===== src/rtl/frame_strobe_sched.sv =====
// ---------------------------------------------------------------------------
// frame_strobe_sched
//
// Configuration-frame write scheduler. Accepts one frame-write request at a
// time over a valid/ready handshake, presents the payload on FrameData for a
// programmable setup window, pulses exactly one FrameStrobe bit for a single
// cycle, holds the payload for a programmable hold window and then pulses
// done. Requests addressing a non-existent column or frame are rejected with
// a one-cycle err pulse and never reach the strobe chains.
//
// Parameters:
//   NumColumns      - fabric columns, each owning a MaxFramesPerCol-bit slice
//   MaxFramesPerCol - frames per column
//   FrameBitsPerRow - frame data width
//   SetupCycles     - cycles data is stable before the strobe (1..15)
//   HoldCycles      - cycles data is held after the strobe (1..15)
//
// Ports:
//   UserCLK      in   clock, rising edge
//   RST          in   asynchronous active-high reset
//   req_valid    in   request present
//   req_ready    out  scheduler idle and able to accept
//   req_col      in   target column
//   req_frame    in   frame index within the column
//   req_data     in   frame payload
//   FrameData    out  payload driven to the fabric rows
//   FrameStrobe  out  one-hot strobe, column c frame f is bit c*MaxFramesPerCol+f
//   done         out  one-cycle pulse when a strobed write completes
//   err          out  one-cycle pulse when a request was rejected
//   strobe_count out  (FRAME_STROBE_COUNT_EN only) saturating strobe counter
//
// Optional feature macro: FRAME_STROBE_COUNT_EN
//   When defined, adds the 16-bit saturating strobe_count output.
// ---------------------------------------------------------------------------
module frame_strobe_sched #(
  parameter int NumColumns      = 10,
  parameter int MaxFramesPerCol = 20,
  parameter int FrameBitsPerRow = 32,
  parameter int SetupCycles     = 1,
  parameter int HoldCycles      = 1
) (
  input  logic                                  UserCLK,
  input  logic                                  RST,
  input  logic                                  req_valid,
  output logic                                  req_ready,
  input  logic [$clog2(NumColumns)-1:0]         req_col,
  input  logic [4:0]                            req_frame,
  input  logic [FrameBitsPerRow-1:0]            req_data,
  output logic [FrameBitsPerRow-1:0]            FrameData,
  output logic [NumColumns*MaxFramesPerCol-1:0] FrameStrobe,
  output logic                                  done,
  output logic                                  err
`ifdef FRAME_STROBE_COUNT_EN
  ,
  output logic [15:0]                           strobe_count
`endif
);

  localparam int ColW    = $clog2(NumColumns);
  localparam int StrobeW = NumColumns * MaxFramesPerCol;

  // Counters are reloaded with N-1 so that a window of N cycles ends on zero.
  localparam logic [3:0] SetupLoad = 4'(SetupCycles - 1);
  localparam logic [3:0] HoldLoad  = 4'(HoldCycles - 1);

  // Reject out-of-range timing parameters while elaborating.
  if ((SetupCycles < 1) || (SetupCycles > 15)) begin : g_setup_range_err
    $error("frame_strobe_sched: SetupCycles must be within 1..15");
  end
  if ((HoldCycles < 1) || (HoldCycles > 15)) begin : g_hold_range_err
    $error("frame_strobe_sched: HoldCycles must be within 1..15");
  end

  typedef enum logic [1:0] {
    ST_IDLE   = 2'd0,
    ST_SETUP  = 2'd1,
    ST_STROBE = 2'd2,
    ST_HOLD   = 2'd3
  } state_t;

  state_t                 state_r;
  state_t                 state_nxt_s;
  logic [3:0]             cnt_r;
  logic [3:0]             cnt_nxt_s;
  logic [ColW-1:0]        col_r;
  logic [ColW-1:0]        col_nxt_s;
  logic [4:0]             frame_r;
  logic [4:0]             frame_nxt_s;
  logic [FrameBitsPerRow-1:0] frame_data_r;
  logic [FrameBitsPerRow-1:0] frame_data_nxt_s;
  logic [StrobeW-1:0]     strobe_r;
  logic [StrobeW-1:0]     strobe_nxt_s;
  logic                   done_r;
  logic                   done_nxt_s;
  logic                   err_r;
  logic                   err_nxt_s;
  logic                   accept_s;
  logic                   req_ok_s;

  // One-hot decode of a (column, frame) pair into the flat strobe bus.
  function automatic logic [StrobeW-1:0] strobe_decode(
    input logic [ColW-1:0] col,
    input logic [4:0]      frame
  );
    logic [StrobeW-1:0] vec;
    vec = '0;
    for (int c = 0; c < NumColumns; c++) begin
      for (int f = 0; f < MaxFramesPerCol; f++) begin
        if ((int'(col) == c) && (int'(frame) == f)) begin
          vec[c*MaxFramesPerCol + f] = 1'b1;
        end else begin
          vec[c*MaxFramesPerCol + f] = 1'b0;
        end
      end
    end
    return vec;
  endfunction

  assign req_ready = (state_r == ST_IDLE);
  assign accept_s  = req_valid && req_ready;
  assign req_ok_s  = (int'(req_col) < NumColumns) && (int'(req_frame) < MaxFramesPerCol);

  assign FrameData   = frame_data_r;
  assign FrameStrobe = strobe_r;
  assign done        = done_r;
  assign err         = err_r;

  // FSM state register.
  always_ff @(posedge UserCLK or posedge RST) begin
    if (RST) begin
      state_r <= ST_IDLE;
    end else begin
      state_r <= state_nxt_s;
    end
  end

  // FSM next-state logic; rejected requests leave the scheduler in IDLE.
  always_comb begin
    state_nxt_s = state_r;
    case (state_r)
      ST_IDLE: begin
        if (accept_s && req_ok_s) begin
          state_nxt_s = ST_SETUP;
        end else begin
          state_nxt_s = ST_IDLE;
        end
      end
      ST_SETUP: begin
        if (cnt_r == 4'd0) begin
          state_nxt_s = ST_STROBE;
        end else begin
          state_nxt_s = ST_SETUP;
        end
      end
      ST_STROBE: begin
        state_nxt_s = ST_HOLD;
      end
      ST_HOLD: begin
        if (cnt_r == 4'd0) begin
          state_nxt_s = ST_IDLE;
        end else begin
          state_nxt_s = ST_HOLD;
        end
      end
      default: begin
        state_nxt_s = ST_IDLE;
      end
    endcase
  end

  // FSM output logic: next values for the registered outputs, counter and
  // latched request. The strobe is computed one cycle early so that the
  // registered FrameStrobe is high exactly during STROBE.
  always_comb begin
    cnt_nxt_s        = cnt_r;
    col_nxt_s        = col_r;
    frame_nxt_s      = frame_r;
    frame_data_nxt_s = frame_data_r;
    strobe_nxt_s     = '0;
    done_nxt_s       = 1'b0;
    err_nxt_s        = 1'b0;
    case (state_r)
      ST_IDLE: begin
        if (accept_s) begin
          col_nxt_s   = req_col;
          frame_nxt_s = req_frame;
          if (req_ok_s) begin
            frame_data_nxt_s = req_data;
            cnt_nxt_s        = SetupLoad;
          end else begin
            err_nxt_s = 1'b1;
          end
        end else begin
          cnt_nxt_s = cnt_r;
        end
      end
      ST_SETUP: begin
        if (cnt_r == 4'd0) begin
          strobe_nxt_s = strobe_decode(col_r, frame_r);
        end else begin
          cnt_nxt_s = cnt_r - 4'd1;
        end
      end
      ST_STROBE: begin
        cnt_nxt_s = HoldLoad;
      end
      ST_HOLD: begin
        if (cnt_r == 4'd0) begin
          done_nxt_s       = 1'b1;
          frame_data_nxt_s = '0;
        end else begin
          cnt_nxt_s = cnt_r - 4'd1;
        end
      end
      default: begin
        cnt_nxt_s        = 4'd0;
        frame_data_nxt_s = '0;
      end
    endcase
  end

  // Datapath and output registers; reset clears every output immediately.
  always_ff @(posedge UserCLK or posedge RST) begin
    if (RST) begin
      cnt_r        <= 4'd0;
      col_r        <= '0;
      frame_r      <= 5'd0;
      frame_data_r <= '0;
      strobe_r     <= '0;
      done_r       <= 1'b0;
      err_r        <= 1'b0;
    end else begin
      cnt_r        <= cnt_nxt_s;
      col_r        <= col_nxt_s;
      frame_r      <= frame_nxt_s;
      frame_data_r <= frame_data_nxt_s;
      strobe_r     <= strobe_nxt_s;
      done_r       <= done_nxt_s;
      err_r        <= err_nxt_s;
    end
  end

`ifdef FRAME_STROBE_COUNT_EN
  logic [15:0] strobe_count_r;

  // Saturating count of completed STROBE cycles.
  always_ff @(posedge UserCLK or posedge RST) begin
    if (RST) begin
      strobe_count_r <= 16'd0;
    end else if ((state_r == ST_STROBE) && (strobe_count_r != 16'hFFFF)) begin
      strobe_count_r <= strobe_count_r + 16'd1;
    end else begin
      strobe_count_r <= strobe_count_r;
    end
  end

  assign strobe_count = strobe_count_r;
`endif

endmodule


===== config.mk =====
export PLATFORM = sky130hd
export DESIGN_NAME = frame_strobe_sched
export DESIGN_NICKNAME = d
export VERILOG_FILES = /design/src/rtl/frame_strobe_sched.sv
export SDC_FILE = /design/constraint.sdc
export NUM_CORES = 1
export LEC_CHECK = 0
export CAP_MARGIN = 10
export CORE_ASPECT_RATIO = 0.5
export CORE_MARGIN = 1.5
export CORE_UTILIZATION = 35
export DETAILED_ROUTE_END_ITERATION = 8
export PLACE_DENSITY_LB_ADDON = 0.15
export RECOVER_POWER = 100
export SYNTH_ARGS = -nofsm -noshare
export SYNTH_HDL_FRONTEND = slang
export SYNTH_SLANG_ARGS = --single-unit

===== constraint.sdc =====
create_clock -name UserCLK -period 10.6 [get_ports UserCLK]
set_input_delay 3.18 -clock UserCLK [delete_from_list [all_inputs] [get_ports UserCLK]]
set_output_delay 3.18 -clock UserCLK [all_outputs]
set_load 0.05 [all_outputs]

Yosys cells after proc, flatten, opt, wreduce, memory -nomap -nowiden
Cells that the tools add are included. Widths: inputs -> output; s select.

Output and inout port bits: 235. Register bits: 249. Bits of input ports: 44. Word-level logic and storage cells: 477.

Mux-type cells: 219. Equality and inequality tests: 35. Add/subtract/negate cells: 1. Magnitude comparators: 2. Reductions and logical operators: 212.

Operators by type and width (number): $mux 200 (2); $mux 1 (206); $logic_and 1x1->1 (203); $mux 32 (3); $pmux 32 s2 (1); $eq 5x5->1 const B (12); $eq 4x4->1 const B (6); $eq 5x4->1 const B (4); $mux 4 (3); $pmux 4 s3 (1); $eq 5x3->1 const B (2); $eq 4x3->1 const B (2); $logic_not 4->1 (2); $pmux 2 s4 (1); $eq 5x2->1 const B (1); $logic_not 5->1 (1); $lt 5x5->1 const B (1); $eq 2x2->1 const B (2); $eq 4x2->1 const B (1); $lt 4x4->1 const B (1); $mux 2 (2); $ne 2x1->1 const B (2); $ne 2x2->1 const B (2); $reduce_and 4->1 (1); other kinds (7) (7).

Logic depth before layout (Yosys ltp)
Word-level depth: 5. Gate-level depth with buffers: 8.

Worst setup path after synthesis
OpenSTA, ideal clock, no wires.

Path type: flip-flop to output port. Start: reg state_r[1]. End: out req_ready. Slack: 6.136 ns. Required time: 7.420 ns. Stages on the path, launching flop included: 3. Arrival: 1.284 ns. Cells stage by stage: dfrtp_1 -> clkbuf_1 -> nor2_1.

Word-level cells in the longest chain between the ends: 1.

Ends and longest elaborated chain: from (decl) (RTL line 81) `state_t state_r;`; from (signal assigned) (RTL line 133) `state_r <= state_nxt_s;`; $logic_not 2->1 (RTL line 119) `assign req_ready = (state_r == ST_IDLE);`; to (decl) (RTL line 45) `output logic req_ready,`.

No other way between the ends.

Worst setup path in the final report
Start: in req_valid. End: reg frame_data_r[5], in the netlist FrameData[5].

Word-level cells in the longest chain between the ends: 3.

Ends and longest elaborated chain: from (decl) (RTL line 44) `input logic req_valid,`; $logic_and 1x1->1 (RTL line 120) `assign accept_s = req_valid && req_ready;`; $ne 2x1->1 (no line); $reduce_and 4->1 (no line); to (signal assigned) (RTL line 236) `frame_data_r <= frame_data_nxt_s;`; to (decl) (RTL line 89) `logic [FrameBitsPerRow-1:0] frame_data_r;`.

No other way between the ends. A chain may end at the register's enable or synchronous reset.

==> results_dict.tcl <==
set metrics [dict create \
    antenna_left 0 \
    critPathArrivalTime_ns 7.47 \
    p_leak_uw 0.006329 \
    vdd_ir_drop_max_uv 169.0 \
    route.vias.total 5948 \
    gr-total-overflow 0 \
    viasPerCell 4.661 \
    grtUsageTotal 0.1963 \
    criticalPathCategory "in2reg" \
    grt_pass1_wl_mm 37.61 \
    post_cts_buffers 0 \
    multiInputGateArea_sq_um 2024 \
    status "complete, but fails checks" \
    critPathLaunchType "input port" \
    pwr-share-seq 0.409 \
    dr.pass1.iters 4 \
    path_buf_inv 1 \
    fin_crit_ns 7.074 \
    ys_seq_area_frac 0.7297 \
    core_sq_um 23970 \
    clock-root-buffer "clkbuf_16" \
    synth_cell_type_count 43 \
    synth.avg_cell_area_sq_um 12.58 \
    p_int_uw 1795 \
    drt_iter0_markers 355 \
    cts.path.max_buffers 3 \
    n_fill_cell 2131 \
    sw_frac_of_total 0.3521 \
    cts_resized 0 \
    path_clk_slew_ns 0.06 \
    clk_latency_ns 0.52 \
    finClkSkew_ns 0.01323 \
    maxCapViolations 4 \
    cp_max_fo 32 \
    max_freq_mhz 141.4 \
    layout_common_cells "dfrtp_1 (249), dlygate4sd3_1 (238), nor2_1 (180)" \
    dp_hpwl_mm 16.26 \
    netlist_instances 679 \
    hold-worst-slack_ns 0.5409 \
    ys_warn_count 0 \
    final-seq-area_sq_um 6231 \
    cts_tree "yes" \
    cpPeakStageDelay_ns 1.88 \
    synth_area_sq_um 8539 \
    cts_sinks 249 \
    drc_errors 0 \
    gp_congestion 0.7543 \
    p_per_area_nw_per_um2 225.2 \
    routed_wirelength_mm 24.62 \
    grt_pass1_vias 6150 \
    drv_slew 135 \
    ys_ff_latch 249 \
    portBuffers 278 \
    setup_tns_ns 0 \
    syn2layout_area_growth_pct 44.10 \
    setup_violations 0 \
    hp-class "reg2reg" \
    cp_top_family "simple AND/OR/NAND/NOR gates" \
    r2r_slack_ns 6.27 \
    synthesis.nets 724 \
    required_ns 11.00 \
    io_pins 279 \
    worstPathCellList "dlygate4sd3_1 > nor3b_1 > nand3_1 > mux2i_1" \
    wire_per_inst_microns 19.30 \
    tightestPinTransition_ns 3.895 \
    postCtsHoldBufs 0 \
    grt_max_degree 90 \
    antennaDiodeCount 0 \
    rsz0062_at_grt "no" \
    initial_utilization 0.3562 \
    final.period_utilization 0.6674 \
    cts_max_level 1 \
    die_x_microns 223.9 \
    critPathCaptureType "register" \
    nNetsFinal 991 \
    rows 40 \
    fp.dieArea_sq_um 25400 \
    p_clk_frac 0.329 \
    antenna_found_initial 1 \
    cp_slowest_cell "nand3_1" \
    power_switching_uw 975.6 \
    hold_violations 0 \
    final_common_cell "dfrtp_1" \
    die_h_microns 113.5 \
    failed_checks "capacitance limit, slew limit" \
    max_slew_margin -1.611 \
    power_frac_comb 0.263 \
    layout-drive-gt1-share 0.07492 \
    cts_made_buffers 24 \
]
worst reg2reg max path: stages (launching register included):
cell and delay, ns:
dfrtp_1 0.47, nor3b_1 1.26, nand3_1 1.88, mux2i_1 0.60
Yosys cell counts (all sizes together):
cell type	count	area share
xnor2	1	0.0010
mux2	10	0.013
nor4	2	0.0015
and4bb	1	0.0015
dfrtp	249	0.73
nand4	4	0.0044
nand2	48	0.021
nand3b	3	0.0026
nand3	9	0.0053
a32o	3	0.0035
inv	5	0.0022
nand4b	1	0.0018
ha	1	0.0015
or4	3	0.0035
nor3	8	0.0047
mux2i	33	0.039
nand2b	2	0.0015
or3b	1	0.0010
a31oi	1	0.00073
nand4bb	1	0.0032
o21ai	35	0.021
a221o	1	0.0012
buf	16	0.015
or3	1	0.00073
a21oi	1	0.00059
and3	1	0.00073
and2	1	0.00073
clkbuf	24	0.011
nor2b	4	0.0029
and3b	1	0.0010
nor3b	6	0.0059
or2	1	0.00073
a21boi	1	0.00088
nor2	200	0.096
cell families after synthesis:
family | after synthesis | synth area share
simple gates | 298 | 0.1603
fa+ha+maj | 1 | 0.001465
xor+xnor | 1 | 0.001026
compound gates | 42 | 0.02740
buf+inv | 45 | 0.02828
flops | 249 | 0.7297
mux | 43 | 0.05187
worst paths after layout:
check                             start  depth (start not counted)          endpoint
max in group asynchronous           RST                          3   FrameStrobe[40]
min reg2reg                FrameData[9]                          2      FrameData[9]
min                        FrameData[9]                          2      FrameData[9]
max                           req_valid                          4      FrameData[5]
max reg2reg                  state_r[0]                          3      FrameData[5]
min in group asynchronous           RST                          2  FrameStrobe[141]
cell type report:
cell class                 instances  area share
clock inverter                    12     0.01413
sequential                       249      0.5064
inverter                           5    0.001627
tap                              315     0.03203
clock buffer                      29     0.05369
multi-input combinational        385      0.1645
timing repair buffer             281      0.2277
sequential cells by signal (all words and copies together), names as in the netlist:
name	count
err	1
frame_r	5
col_r	4
FrameData	32
done	1
state_r	2
cnt_r	4
FrameStrobe	200
power groups by stage:
stage	sequential, uW	combinational, uW	clock [uW]
after detailed placement	1150	767	0
after floorplan	1320	353	0
after global routing	1150	787	974
after CTS	1140	770	930
after global placement	1150	754	0
final	1130	728	910
per-layer routing:
layer / part of all wire / track usage
met4: 0.019 / 0.04054
met5: 0.00057 / 0
met1: 0.44 / 0.2686
met3: 0.053 / 0.04714
met2: 0.49 / 0.3211
per-stage QoR:
step	power, uW	util	instance area [sq um]	instances	setup slack [ns]
6_report	2771	0.5133	12310	1276	3.526
5_1_grt	2906	0.5133	12310	1276	3.121
4_1_cts	2836	0.5159	12370	1276	5.056
3_5_place_dp	1915	0.4811	11530	1235	4.493
3_3_place_gp	1904	0.4811	11530	1235	4.653
2_1_floorplan	1673	-	8539	679	0.5767
No activity file was read; power rests on OpenSTA's default activity.
